`config.mk`:
```
export PLATFORM = sky130hd
export DESIGN_NAME = cordic_polar_to_rect_flat
export DESIGN_NICKNAME = d
export VERILOG_FILES = /design/src/rtl/cordic_polar_to_rect_if.sv /design/src/rtl/cordic_polar_to_rect.sv /design/src/flat_wrapper.sv
export SDC_FILE = /design/constraint.sdc
export NUM_CORES = 1
export LEC_CHECK = 0
export BUFFER_PORTS_ARGS = -buffer_cell sky130_fd_sc_hd__buf_2
export CAP_MARGIN = 20
export CORE_MARGIN = 10
export CORE_UTILIZATION = 60
export DETAILED_ROUTE_END_ITERATION = 7
export HOLD_SLACK_MARGIN = 0.02
export PLACE_DENSITY = 0.82
export SYNTH_ARGS = -nofsm -noshare
export SYNTH_HDL_FRONTEND = slang
export SYNTH_SLANG_ARGS = --single-unit
```
`constraint.sdc`:
```
create_clock -name clk -period 19.7 [get_ports clk]
set_input_delay 2.955 -clock clk [delete_from_list [all_inputs] [get_ports clk]]
set_output_delay 2.955 -clock clk [all_outputs]
set_load 0.01 [all_outputs]
```
`src/rtl/cordic_polar_to_rect_if.sv`:
```
// Bundles the request, result and flag signals of the polar-to-rectangular CORDIC.
// Handshake: start is taken on a rising edge where busy=0, and mag/angle are sampled
// on that same edge. start while busy=1 is dropped. done is a one-cycle pulse, and
// Zout and the flags are valid from that cycle on, held until the next done.
interface cordic_polar_to_rect_if;
   logic        start;
   logic [15:0] mag;
   logic [15:0] angle;
   logic        busy;
   logic        done;
   logic [31:0] Zout;
   logic        OR;
   logic        OI;
   logic        NR;
   logic        NI;
   logic        ZR;
   logic        ZI;
   logic        dbgState;

   modport master (
      output start, mag, angle,
      input  busy, done, Zout, OR, OI, NR, NI, ZR, ZI, dbgState
   );

   modport slave (
      input  start, mag, angle,
      output busy, done, Zout, OR, OI, NR, NI, ZR, ZI, dbgState
   );
endinterface

```
`src/rtl/cordic_polar_to_rect.sv`:
```
// Iterative rotation-mode CORDIC: (magnitude, phase) -> packed {real, imag}.
// One micro-rotation per clock. Only one operation is in flight at a time.
module cordic_polar_to_rect #(
   parameter int ITER = 14
) (
   input logic                   clk,
   input logic                   rst,
   cordic_polar_to_rect_if.slave bus
);

   typedef enum logic {IDLE = 1'b0, ROT = 1'b1} state_t;

   localparam logic [3:0] LAST = 4'(ITER - 1);

   state_t             state, stateNext;
   logic               busyInt, accept, lastRot;
   logic [31:0]        prod;
   logic [16:0]        mComp;
   logic signed [17:0] mPos;
   logic signed [17:0] xLoad, yLoad;
   logic signed [15:0] zLoad;
   logic signed [17:0] x, y, xNext, yNext, xShift, yShift;
   logic signed [15:0] z, zNext, atanVal;
   logic [3:0]         cnt;
   logic signed [15:0] xSat, ySat;
   logic               xOvf, yOvf;
   logic [31:0]        zoutR;
   logic               orR, oiR, nrR, niR, zrR, ziR, doneR;

   // Clamp an 18-bit lane to the signed 16-bit output range.
   function automatic logic signed [15:0] sat16(input logic signed [17:0] v);
      if (v > 18'sd32767)       return 16'sh7FFF;
      else if (v < -18'sd32768) return 16'sh8000;
      else                      return v[15:0];
   endfunction

   // 1/K gain pre-compensation in Q1.15. The result fits in 16 bits (at most 39797).
   assign prod  = 32'(bus.mag) * 32'd19899;
   assign mComp = 17'(prod >> 15);
   assign mPos  = signed'({1'b0, mComp});

   // Quadrant pre-rotation: fold the phase into [-pi/2, pi/2) before the micro-rotations.
   always_comb begin
      xLoad = '0;
      yLoad = '0;
      zLoad = bus.angle;
      case (bus.angle[15:14])
         2'b01: begin
            yLoad = mPos;
            zLoad = bus.angle - 16'h4000;
         end
         2'b10: begin
            yLoad = -mPos;
            zLoad = bus.angle + 16'h4000;
         end
         default: xLoad = mPos;
      endcase
   end

   // atan(2^-i) ROM, with pi = 0x8000 angle units.
   always_comb begin
      atanVal = '0;
      case (cnt)
         4'd0:    atanVal = 16'sd8192;
         4'd1:    atanVal = 16'sd4836;
         4'd2:    atanVal = 16'sd2555;
         4'd3:    atanVal = 16'sd1297;
         4'd4:    atanVal = 16'sd651;
         4'd5:    atanVal = 16'sd326;
         4'd6:    atanVal = 16'sd163;
         4'd7:    atanVal = 16'sd81;
         4'd8:    atanVal = 16'sd41;
         4'd9:    atanVal = 16'sd20;
         4'd10:   atanVal = 16'sd10;
         4'd11:   atanVal = 16'sd5;
         4'd12:   atanVal = 16'sd3;
         4'd13:   atanVal = 16'sd1;
         default: atanVal = '0;
      endcase
   end

   // One micro-rotation. Both lanes use the pre-update x and y.
   always_comb begin
      xShift = x >>> cnt;
      yShift = y >>> cnt;
      xNext  = x;
      yNext  = y;
      zNext  = z;
      if (!z[15]) begin
         xNext = x - yShift;
         yNext = y + xShift;
         zNext = z - atanVal;
      end else begin
         xNext = x + yShift;
         yNext = y - xShift;
         zNext = z + atanVal;
      end
   end

   // The final rotation's result goes straight into the output stage, so clamp xNext/yNext.
   assign xSat = sat16(xNext);
   assign ySat = sat16(yNext);
   assign xOvf = (xNext > 18'sd32767) || (xNext < -18'sd32768);
   assign yOvf = (yNext > 18'sd32767) || (yNext < -18'sd32768);

   // FSM state register.
   always_ff @(posedge clk) begin
      if (rst) state <= IDLE;
      else     state <= stateNext;
   end

   // FSM next state and control decode.
   always_comb begin
      stateNext = state;
      busyInt   = 1'b0;
      accept    = 1'b0;
      lastRot   = 1'b0;
      case (state)
         IDLE: begin
            if (bus.start) begin
               accept    = 1'b1;
               stateNext = ROT;
            end
         end
         ROT: begin
            busyInt = 1'b1;
            if (cnt == LAST) begin
               lastRot   = 1'b1;
               stateNext = IDLE;
            end
         end
         default: stateNext = IDLE;
      endcase
   end

   // Rotation datapath: load on accept, rotate once per ROT cycle.
   always_ff @(posedge clk) begin
      if (rst) begin
         x   <= '0;
         y   <= '0;
         z   <= '0;
         cnt <= '0;
      end else if (accept) begin
         x   <= xLoad;
         y   <= yLoad;
         z   <= zLoad;
         cnt <= '0;
      end else if (state == ROT) begin
         x   <= xNext;
         y   <= yNext;
         z   <= zNext;
         cnt <= cnt + 4'd1;
      end
   end

   // Output stage: capture the result and flags on the last rotation, pulse done.
   always_ff @(posedge clk) begin
      if (rst) begin
         doneR <= 1'b0;
         zoutR <= '0;
         orR   <= 1'b0;
         oiR   <= 1'b0;
         nrR   <= 1'b0;
         niR   <= 1'b0;
         zrR   <= 1'b0;
         ziR   <= 1'b0;
      end else begin
         doneR <= lastRot;
         if (lastRot) begin
            zoutR <= {xSat, ySat};
            orR   <= xOvf;
            oiR   <= yOvf;
            nrR   <= xSat[15];
            niR   <= ySat[15];
            zrR   <= (xSat == 16'sd0);
            ziR   <= (ySat == 16'sd0);
         end
      end
   end

   assign bus.busy     = busyInt;
   assign bus.done     = doneR;
   assign bus.Zout     = zoutR;
   assign bus.OR       = orR;
   assign bus.OI       = oiR;
   assign bus.NR       = nrR;
   assign bus.NI       = niR;
   assign bus.ZR       = zrR;
   assign bus.ZI       = ziR;
   assign bus.dbgState = state;

endmodule

```
`src/flat_wrapper.sv`:
```
// flat-port wrapper written by rule: the top's interface ports become plain ports
module cordic_polar_to_rect_flat 
#(
   parameter int ITER = 14
)
  (clk, rst, bus_start, bus_mag, bus_angle, bus_busy, bus_done, bus_Zout, bus_OR, bus_OI, bus_NR, bus_NI, bus_ZR, bus_ZI, bus_dbgState);
  cordic_polar_to_rect_if bus_i ();
  input logic clk;
  input logic rst;
  input wire logic [$bits(bus_i.start)-1:0] bus_start;
  input wire logic [$bits(bus_i.mag)-1:0] bus_mag;
  input wire logic [$bits(bus_i.angle)-1:0] bus_angle;
  output wire logic [$bits(bus_i.busy)-1:0] bus_busy;
  output wire logic [$bits(bus_i.done)-1:0] bus_done;
  output wire logic [$bits(bus_i.Zout)-1:0] bus_Zout;
  output wire logic [$bits(bus_i.OR)-1:0] bus_OR;
  output wire logic [$bits(bus_i.OI)-1:0] bus_OI;
  output wire logic [$bits(bus_i.NR)-1:0] bus_NR;
  output wire logic [$bits(bus_i.NI)-1:0] bus_NI;
  output wire logic [$bits(bus_i.ZR)-1:0] bus_ZR;
  output wire logic [$bits(bus_i.ZI)-1:0] bus_ZI;
  output wire logic [$bits(bus_i.dbgState)-1:0] bus_dbgState;
  assign bus_i.start = bus_start;
  assign bus_i.mag = bus_mag;
  assign bus_i.angle = bus_angle;
  assign bus_busy = bus_i.busy;
  assign bus_done = bus_i.done;
  assign bus_Zout = bus_i.Zout;
  assign bus_OR = bus_i.OR;
  assign bus_OI = bus_i.OI;
  assign bus_NR = bus_i.NR;
  assign bus_NI = bus_i.NI;
  assign bus_ZR = bus_i.ZR;
  assign bus_ZI = bus_i.ZI;
  assign bus_dbgState = bus_i.dbgState;
  cordic_polar_to_rect #(.ITER(ITER)) u_core (.clk(clk), .rst(rst), .bus(bus_i));
endmodule
```
* Yosys cells after proc, flatten, opt, wreduce, memory -nomap -nowiden
Memories as Yosys holds them, arrays and structs flattened. A register that Yosys moved wholly into a read port is not among the register bits.
Cells that the tools add are included.
** Operators by class
- Add/sub/neg operators :: 10
- Multipliers :: 1
- Order comparisons :: 4
- Equal/unequal tests :: 3
- Shifts and indexed selects :: 2
- Mux-type cells :: 25
- Bitwise operators :: 1
- Reductions and logical operators :: 7
** Operators with widths (count)
- $mux 16 :: 8
- $mux 18 :: 6
- $add 18x18->18 :: 2
- $gt 18x16->1 const B :: 2
- $lt 18x16->1 const B :: 2
- $pmux 18 s2 :: 1
- $sshr 18x4->18 :: 2
- $sub 18x18->18 :: 2
- $logic_not 16->1 :: 2
- $pmux 16 s2 :: 1
- $mul 16x15->31 const B :: 1
- $neg 16->18 :: 1
- $add 16x15->16 const B :: 1
- $add 16x16->16 :: 1
- $sub 16x15->16 const B :: 1
- $sub 16x16->16 :: 1
- $mux 4 :: 2
- $mux 1 :: 6
- $add 4x1->4 const B :: 1
- $eq 4x4->1 const B :: 1
- $reduce_or 2->1 :: 2
- $eq 2x1->1 const B :: 1
- $eq 2x2->1 const B :: 1
- $logic_or 1x1->1 :: 2
- 3 further kinds :: 3
** Word-level totals
- Flip-flop bits (word level) :: 96
- ROM bits :: 224
- Memories kept :: 1
** Memories
- (name not given) :: depth 16, width 14, rd ports 1, clocked after memory_dff 1, write ports 0, line cordic_polar_to_rect.sv:63 : case (cnt)

* Depth between registers and ports, before layout
Gate-level depths: netlist (run 1).
- Word-level depth :: 7
- Gate-level depth with buffers :: 25
- Gate-level depth less buffers :: 25

* Worst setup path after synthesis (run 1)
No wires, ideal clock.
- Path type :: input-to-reg
- Start point :: input port bus_mag[7]
- End point :: register u_core.y[16]
- Library setup time :: 0.133 ns
- Data arrival time :: 9.048 ns
- Required time :: 19.567 ns
- Slack :: 10.519 ns
- Cell stages on the path :: 22
- Path buffers :: 0
- Path through :: inv_1 -> fa_1 -> fa_1 -> inv_1 -> fa_1 -> inv_1 -> fa_1 -> inv_1 -> fa_1 -> inv_1 -> fa_1 -> inv_1 -> ha_1 -> a211o_1 -> o31ai_1 -> a31oi_1 -> a311oi_1 -> xnor2_1 -> or3_1 -> nor4_1 -> a31o_1 -> a31oi_1
** On the way
- Word-level cells in the longest chain between the ends :: 4
** RTL lines
- start: declaration :: line flat_wrapper.sv:11 : input wire logic [$bits(bus_i.mag)-1:0] bus_mag;
- $mul 16x15->31 :: line cordic_polar_to_rect.sv:38 : assign prod = 32'(bus.mag) * 32'd19899;
- $neg 16->18 :: line cordic_polar_to_rect.sv:53 : yLoad = -mPos;
- $pmux 18 s2 :: line cordic_polar_to_rect.sv:47 : case (bus.angle[15:14])
- $mux 18 :: line cordic_polar_to_rect.sv:143 : end else if (accept) begin
- end signal: assignment :: line cordic_polar_to_rect.sv:145 : y <= yLoad;
- end signal: assignment :: line cordic_polar_to_rect.sv:150 : y <= yNext;
- end: declaration :: line cordic_polar_to_rect.sv:22 : logic signed [17:0] x, y, xNext, yNext, xShift, yShift;
Every way passes these cells.
A chain may end at the register's enable or synchronous reset.

* Worst setup path in the final report (run 1)
- Start point :: input port bus_mag[10]
- End point :: register u_core.y[15]
** On the way
- Word-level cells in the longest chain between the ends :: 4
** RTL lines (line)
- $mul 16x15->31 * :: cordic_polar_to_rect.sv:38
- $neg 16->18 :: cordic_polar_to_rect.sv:53
- $pmux 18 s2 * :: cordic_polar_to_rect.sv:47
- $mux 18 * :: cordic_polar_to_rect.sv:143
Mark *: on every way between the ends. The rest lies on a longest branch, timed or not.

==> flow_results.org, run 1 <==
** Worst setup path
- By startpoint and endpoint, the worst setup path is classified as in2reg.
- CP max FO :: 6
- Worst-path cell with the longest stage delay :: nor4_1
- Largest stage delay on the critical path :: 0.66 ns
- STA classifies the critical path startpoint as a primary input.
- At the worst endpoint, the required time is around 20 ns.
- The signal on the critical path passes through buf_2 > inv_1 > fa_1 > fa_1 > inv_1 > fa_1 > fa_1 > fa_1 > inv_1 > fa_1 > inv_1 > ha_1 > a21oi_1 > o21ai_0 > a21oi_1 > nand2_1 > o311ai_1 > nand2_1 > nor4_1 > o2111ai_1 > and3_1 > a211o_1.
- STA classifies the critical path endpoint as a flip-flop.
- CP most frequent cell :: fa_1
- Data on the critical path arrives at its endpoint at just under 10 ns.

** Timing
- Pin slew with the least headroom to its limit :: ~0.9 ns
- Dividing the final minimum period by the clock period gives approximately half.
- Adding up every negative setup slack in the final design gives 0 ns.
- Final Slew Violations :: 0
- Setup repair after global routing missed its margin :: false
- Final worst path period need :: approximately 9.6 ns
- Setup-violating endpoint count in the final report :: 0
- Highest Clock Rate :: 0.104 GHz
- Headroom to the max-slew limit :: around 40%
- Worst Clk Skew :: ~0.019 ns
- Total count of hold-check failures in the final report :: 0

** Synthesis
- Summing the areas of all xor and xnor instances in the mapped netlist gives approximately 6.7% of the synthesized area.
- Post-synth EDFFs :: 0
- The most used flip-flop cell after synthesis is dfxtp_1.
- A synthesized cell averages 8.59 µm².
- During synthesis, Yosys emitted a total of 0 warnings.
- Netlist area before placement :: ~15000 µm²
- Post-Synth Simple-Gate Area :: 13.7%
- Cells taking the most area after synthesis :: ha_1 (14%), dfxtp_1 (14%), fa_1 (14%), inv_1 (5.5%), mux4_2 (4.9%)
- When the netlist entered floorplanning its net count stood at 2066.
- In this run, distinct cell masters in the synthesized netlist total 90.
- Total of flip-flops plus latches after synthesis :: 108
- Of all flip-flops after synthesis, the portion carrying an async set or reset was 0%.
- Count of mapped cells out of synthesis :: 1754
- Summing the areas of all compound-gate instances in the mapped netlist gives between 20 and 25% of the synthesized area.
- After synthesis, the largest family of logic cells by area is adder cells.
- Multiplexer cells account for between 8 and 9% of the synthesized area.
- Synthesized-area fraction occupied by adder cells :: 28.1%
- The biggest area contributor in the post-synthesis netlist is ha_1.
- Portion of synthesized cell area occupied by the leading cell type :: 14.4%
- Portion of the post-synthesis area used by sequential elements :: 14.3%

** GRT
- Across every metal layer, demand over resource in global routing totals 28.0%.
- Largest net degree at the start of global routing :: 71
- The total overflow left after global routing is 0.
- The initial antenna violation count was 1.
- Number of global-route vias before repair :: ~14000
- Wire length of the first global-routing pass :: about 72000 µm

** CTS
- CTS Root Buffer Type :: clkbuf_16
- TritonCTS built the clock tree.
- Post-cts hold buffer count :: 0
- In this run, post-CTS repair resized a total of 0 instances.
- The tree built by TritonCTS fans out to 108 sinks.
- No sink is reached through more buffers than the 2 on the longest clock path.
- Number of H-tree levels :: 3
- Buffers added to address setup during post-CTS repair amount to 0.
- Clock buffers created by TritonCTS :: 9
- After clock tree synthesis, the clock-pin slew on the worst setup and hold paths is 0.10 ns.
- At the later pin of the worst-skew pair, clock insertion delay measures between 0.3 and 0.4 ns.

** Place
- After detailed placement, the design holds a cell count of 2081.
- Port buffering added 75 buffers.
- RePlAce Congestion :: 1.08
- Placed wire-length estimate :: 35100 µm

** Drt
- DRC violations left :: 0
- In the final routed layout, each cell accounts on average for 21.1 µm.
- Wires add up to ~44000 µm.
- The first routing iteration left 1426 violations.
- Antenna violation net count after detailed routing :: 0
- Via density :: 6.42
- The first TritonRoute pass finished after 6 iterations.
- The routed layout has between 10000 and 15000 vias.

** Run status
- Result of the run :: finished clean

** Die
- Die outline width :: 179 µm
- Number of cell rows :: 57
- Floorplan die area :: about 32000 µm²
- The region available for standard cell placement spans 24500 µm².
- The floorplan step set the die height to around 180 µm.
- The initial utilization of the core area, before any placement, comes to 61.4%.
- For this design the top-level I/O count stands at 76.

** Cells and area
- Cells with a size suffix above 1 make up 10.8% of the layout.
- Layout overhead on the synthesized area :: 5.18%
- The library cell used most frequently in the layout, excluding fill and tap cells, is inv_1.
- Final net count :: 2080
- In the layout the commonest cells are inv_1 (219), ha_1 (174), nor2_1 (133).
- Leaving out filler cells and counting taps, the final layout contains 2098.

** Run
- Count of max-cap constraint violations :: 0

** Worst hold path
- The tightest min-delay check is of the reg2reg type.
[worst max-delay path: cells and delay by family]
kind / cells / cell delay [ns]
simple gates: 4 / 1.27
compound gates: 6 / 1.85
buf+inv: 5 / 0.42
fa+ha+maj: 7 / 3.36
[final timing paths]
path,from,to,slack [ns],cells past startpoint
setup / recovery,bus_mag[10],u_core.y[15],10.10,22
hold / removal,u_core.bus.ZI,u_core.bus.ZI,0.47,2
setup reg to reg,u_core.cnt[1],u_core.bus.Zout[3],13.10,19
hold reg to reg,u_core.bus.ZI,u_core.bus.ZI,0.47,2
[registers in the layout, indices dropped and copies added, names as in the netlist, 4 cells and up]
| register | cells |
|---|---|
| u_core.bus.Zout | 31 |
| u_core.x | 18 |
| u_core.y | 18 |
| u_core.z | 16 |
| u_core.atanVal | 14 |
| u_core.cnt | 4 |
[synth_stat cells (all sizes together), types with 15 or more instances]
| cell | instances |
|---|---|
| a211oi | 28 |
| a21o | 18 |
| a21oi | 132 |
| a31oi | 32 |
| and2 | 17 |
| buf | 37 |
| clkbuf | 47 |
| dfxtp | 108 |
| fa | 103 |
| ha | 174 |
| inv | 221 |
| mux2 | 19 |
| mux2i | 34 |
| mux4 | 34 |
| nand2 | 96 |
| nand3 | 21 |
| nor2 | 133 |
| nor3 | 37 |
| o211ai | 15 |
| o21a | 17 |
| o21ai | 86 |
| o221a | 17 |
| or3 | 17 |
| xnor2 | 67 |
| xor2 | 45 |
[through the flow]
step | hold slack, ns | util (%) | instance area [µm²] | setup WS (ns)
floorplan | 0.470 | - | 15100 | 10.52
finish | 0.466 | 64.6 | 15900 | 10.10
global placement | 0.439 | 63.3 | 15500 | 9.96
CTS | 0.469 | 64.6 | 15900 | 10.12
detailed placement | 0.455 | 63.3 | 15500 | 9.72
global route | 0.495 | 64.6 | 15900 | 9.47
[cell families (layout without fill, tap and decap cells)]
logic type,Yosys count,after routing
AO/OA/AOI/OAI,449,449
AND/OR/NAND/NOR,416,416
buffers and inverters,305,324
adder cells (fa/ha/maj),277,277
XOR/XNOR,112,112
flip-flops,108,108
multiplexers,87,87
other,0,1
[metal layers]
layer  vias to the layer above  wire length (µm)  global-route usage [%]
li1                       6239                 -                       -
met1                      6473             17800                    34.7
met2                       606             20600                    46.1
met3                       151              3370                    4.59
met4                         2              2470                    14.8
met5                         -                18                       0
[cell type report]
cell class / count / area (µm²)
diodes: 1 / 2.50
clock buffers: 9 / 225
clock inverters: 7 / 93.8
fillers: 2059 / 8680
inverters: 221 / 830
multi-input cells: 1341 / 11700
flip-flops and latches: 108 / 2170
well taps: 324 / 405
repair buffers: 87 / 465
Power of run 1 is left out: the tool's default activity adds up to more than one toggle a clock period on the data nets, which glitch-free logic cannot reach.
==> run 2: changes to the inputs <==
CORE_UTILIZATION = 58   (was 60)
PLACE_DENSITY = 0.83   (was 0.82)
clock period = 8.3 ns   (was 19.7 ns; I/O delays follow)
==> run 2 against run 1 <==
First-iteration DRC count up 1.8%. Worst hold slack worse by 0.015 ns. Worst setup slack worse by 9.6 ns. Critical endpoint is now u_core.y[16]. Largest cell class unchanged. Critical path type unchanged.
==> flow_results.org, run 2 (synthesized netlist as in run 1, its figures left out) <==
** Worst hold path
- The endpoint with the worst hold slack is u_core.bus.ZI (unchanged).
- The startpoint of the worst hold path was u_core.bus.ZI (unchanged).
- The path class of the lowest-slack min-delay path is reg2reg (unchanged).
- Hold path cells :: 2 (unchanged)

** Place
- The final weighted congestion of routability-driven global placement is 1.02 (was 1.08).
- The number of buffers added on ports came to 75 (unchanged).
- The placed wire-length estimate after detailed placement was 35700 µm (was 35100 µm).

** Cells and area
- Most used cells in the layout excluding fill and tap cells :: inv_1 (219), ha_1 (174), nor2_1 (132) (was inv_1 (219), ha_1 (174), nor2_1 (133))
- Commonest non-fill, non-tap cell in the layout :: inv_1 (unchanged)
- Proportion of layout cells with a drive suffix above 1 :: 10.9% (was 10.8%)
- Largest register FFs :: 31 (unchanged)
- The antenna diode instance count is 0 (was 1).
- The area growth from synthesis to layout came to 5.26% (was 5.18%).
- The net count reported at finish is 2081 (was 2080).

** CTS
- The clock insertion delay at the later pin of the skew report was 0.38 ns (about the same).
- Post-cts hold buffer count :: 0 (unchanged)
- Number of resized instances in the post-cts repair step :: 0 (unchanged)
- CTS Root Buffer Type :: clkbuf_16 (unchanged)
- The CTS sink count is 108 (unchanged).
- The CTS tree is built (unchanged).
- Clock transition at the registers of the reported paths :: 0.09 ns (was 0.10 ns)
- Clock buffers created by TritonCTS :: 9 (unchanged)
- Post-CTS Repair Setup Buffers :: 0 (unchanged)
- Number of H-tree levels :: 3 (unchanged)
- The buffer levels on the longest clock path came to 2 (unchanged).

** Timing
- The worst-case headroom to the max-slew limit is 44.5% (was 40.3%).
- Based on the critical path, the design can be clocked at up to approximately 0.13 GHz.
- Total count of hold-check failures in the final report :: 0 (unchanged)
- Setup-violating endpoint count in the final report :: 0 (unchanged)
- In the finished design, the share of the clock period the worst path needs comes to 94.0%.
- Final worst path period need :: 7.80 ns
- The worst clock skew is 0.0227 ns (was 0.0194 ns).
- Pin slew with the least headroom to its limit :: 0.832 ns (was 0.892 ns)
- The number of pins with negative max-slew slack in the final report is 0 (unchanged).
- The sum of negative setup slack was 0 ns (unchanged).
- Setup repair after global routing missed its margin :: false (unchanged)

** Die
- The die width came to 181 µm (was 179 µm).
- Die extent in y :: 181 µm (was 179 µm)
- Boundary pin count :: 76 (unchanged)
- Area of the core :: 25400 µm² (was 24500 µm²)
- The floorplan die area is 32800 µm² (was 31900 µm²).
- The number of core rows came to 58 (was 57).
- The starting density of the core is 59.3% (was 61.4%).

** Worst setup path
- Worst R2R Setup Slack :: 1.53 ns (was 13.10 ns)
- The required arrival time at the worst endpoint came to 8.52 ns (was 19.97 ns).
- R2r startpoint :: u_core.cnt[3] (was u_core.cnt[1])
- Type of the worst setup path :: in2reg (unchanged)
- The maximum fanout count along the critical path came to 5 (was 6).
- Kind of capture point of the worst setup path :: flip-flop (unchanged)
- The highest cell delay on the worst timing path is 0.55 ns (was 0.66 ns).
- Worst Setup Start Kind :: primary input (unchanged)
- The cell with the largest stage delay on the worst path was fa_1 (was nor4_1).
- Sequence of cells on the critical path :: buf_2 > inv_1 > fa_1 > fa_1 > inv_1 > fa_1 > inv_1 > fa_1 > inv_1 > fa_1 > inv_1 > fa_1 > inv_1 > ha_1 > a211o_1 > nor4_1 > nor2_1 > xnor2_1 > ha_1 > nand4_1 > or3_1 > nor4_1 > a31o_1 > a31oi_1 (was buf_2 > inv_1 > fa_1 > fa_1 > inv_1 > fa_1 > fa_1 > fa_1 > inv_1 > fa_1 > inv_1 > ha_1 > a21oi_1 > o21ai_0 > a21oi_1 > nand2_1 > o311ai_1 > nand2_1 > nor4_1 > o2111ai_1 > and3_1 > a211o_1)
- Endpoint arrival time on the critical path :: 8.02 ns (was 9.88 ns)
- Depth of the worst register-to-register path :: 19 (unchanged)
- The endpoint of the worst register-to-register path is u_core.bus.Zout[14] (was u_core.bus.Zout[3]).

** GRT
- The via count of the first global-routing pass is 13247 (was 13591).
- The largest net degree at the start of global routing was 59 (was 71).
- Global Route Usage Sum :: 26.7% (was 28.0%)
- Initial antenna violation count :: 0 (was 1)
- The first-pass GRT wire length was 71700 µm (was 71600 µm).
- Total congestion overflow :: 0 (unchanged)

** Drt
- The total via count after detailed routing came to 13308 (was 13471).
- The total wire length is 44700 µm (was 44200 µm).
- The post-route antenna net violation count came to 0 (unchanged).
- The number of detailed-routing iterations run before antenna repair came to 5 (was 6).
- The remaining routing DRC violations came to 0 (unchanged).
- Average routed wire per standard cell :: 21.3 µm (was 21.1 µm)
- The via-per-instance ratio is 6.33 (was 6.42).
- Initial drt markers :: 1452 (was 1426)

** Run
- Count of max-cap constraint violations :: 0 (unchanged)

** Run status
- Result of the run :: finished clean (unchanged)
## run 2: how the worst max path moves through the flow
stage / start / end / slack (ns)
finish: bus_mag[6] / u_core.y[16] / 0.50
global route: bus_mag[6] / u_core.y[16] / 0.05
CTS: bus_mag[6] / u_core.y[16] / 0.53
detailed placement: bus_mag[6] / u_core.y[16] / 0.14
global placement: bus_mag[6] / u_core.y[16] / 0.36
floorplan: bus_mag[7] / u_core.y[16] / 0.83
## run 2: critical path: cells and delay by family
kind	cells	cell delay, ns
adders and majority gates	8	3.69
and+or+nand+nor	5	1.63
AOI/OAI and AO/OA	3	0.62
buffers and inverters	7	0.50
xor gates and xnor gates	1	0.35
## run 2: metrics by stage
step	hold WS [ns]	setup WS, ns	utilization, %	instances	area (µm²)
after floorplan	0.470	0.829	-	1754	15100
after global placement	0.436	0.360	61.2	2088	15500
after detailed placement	0.442	0.139	61.2	2088	15500
after CTS	0.456	0.526	62.5	2104	15900
after global routing	0.498	0.0542	62.5	2104	15900
final	0.451	0.500	62.5	2104	15900
## run 2: metal layers
metal	global-route usage [%]	part of all wire, %	up-vias
met1	33.4	41	6326
met2	42.8	46	608
met5	0	0	-
met3	4.00	7.4	142
met4	15.5	6.5	0
li1	-	-	6232
## run 2: final cells by class
| type | instances | area (µm²) |
|---|---|---|
| multi-input cells | 1341 | 11700 |
| fillers | 2203 | 9530 |
| flip-flops and latches | 108 | 2170 |
| inverters | 221 | 830 |
| repair buffers | 88 | 473 |
| well taps | 330 | 413 |
| clock buffers | 9 | 225 |
| clock inverters | 7 | 91.3 |
Power of run 2 is left out for the same reason.
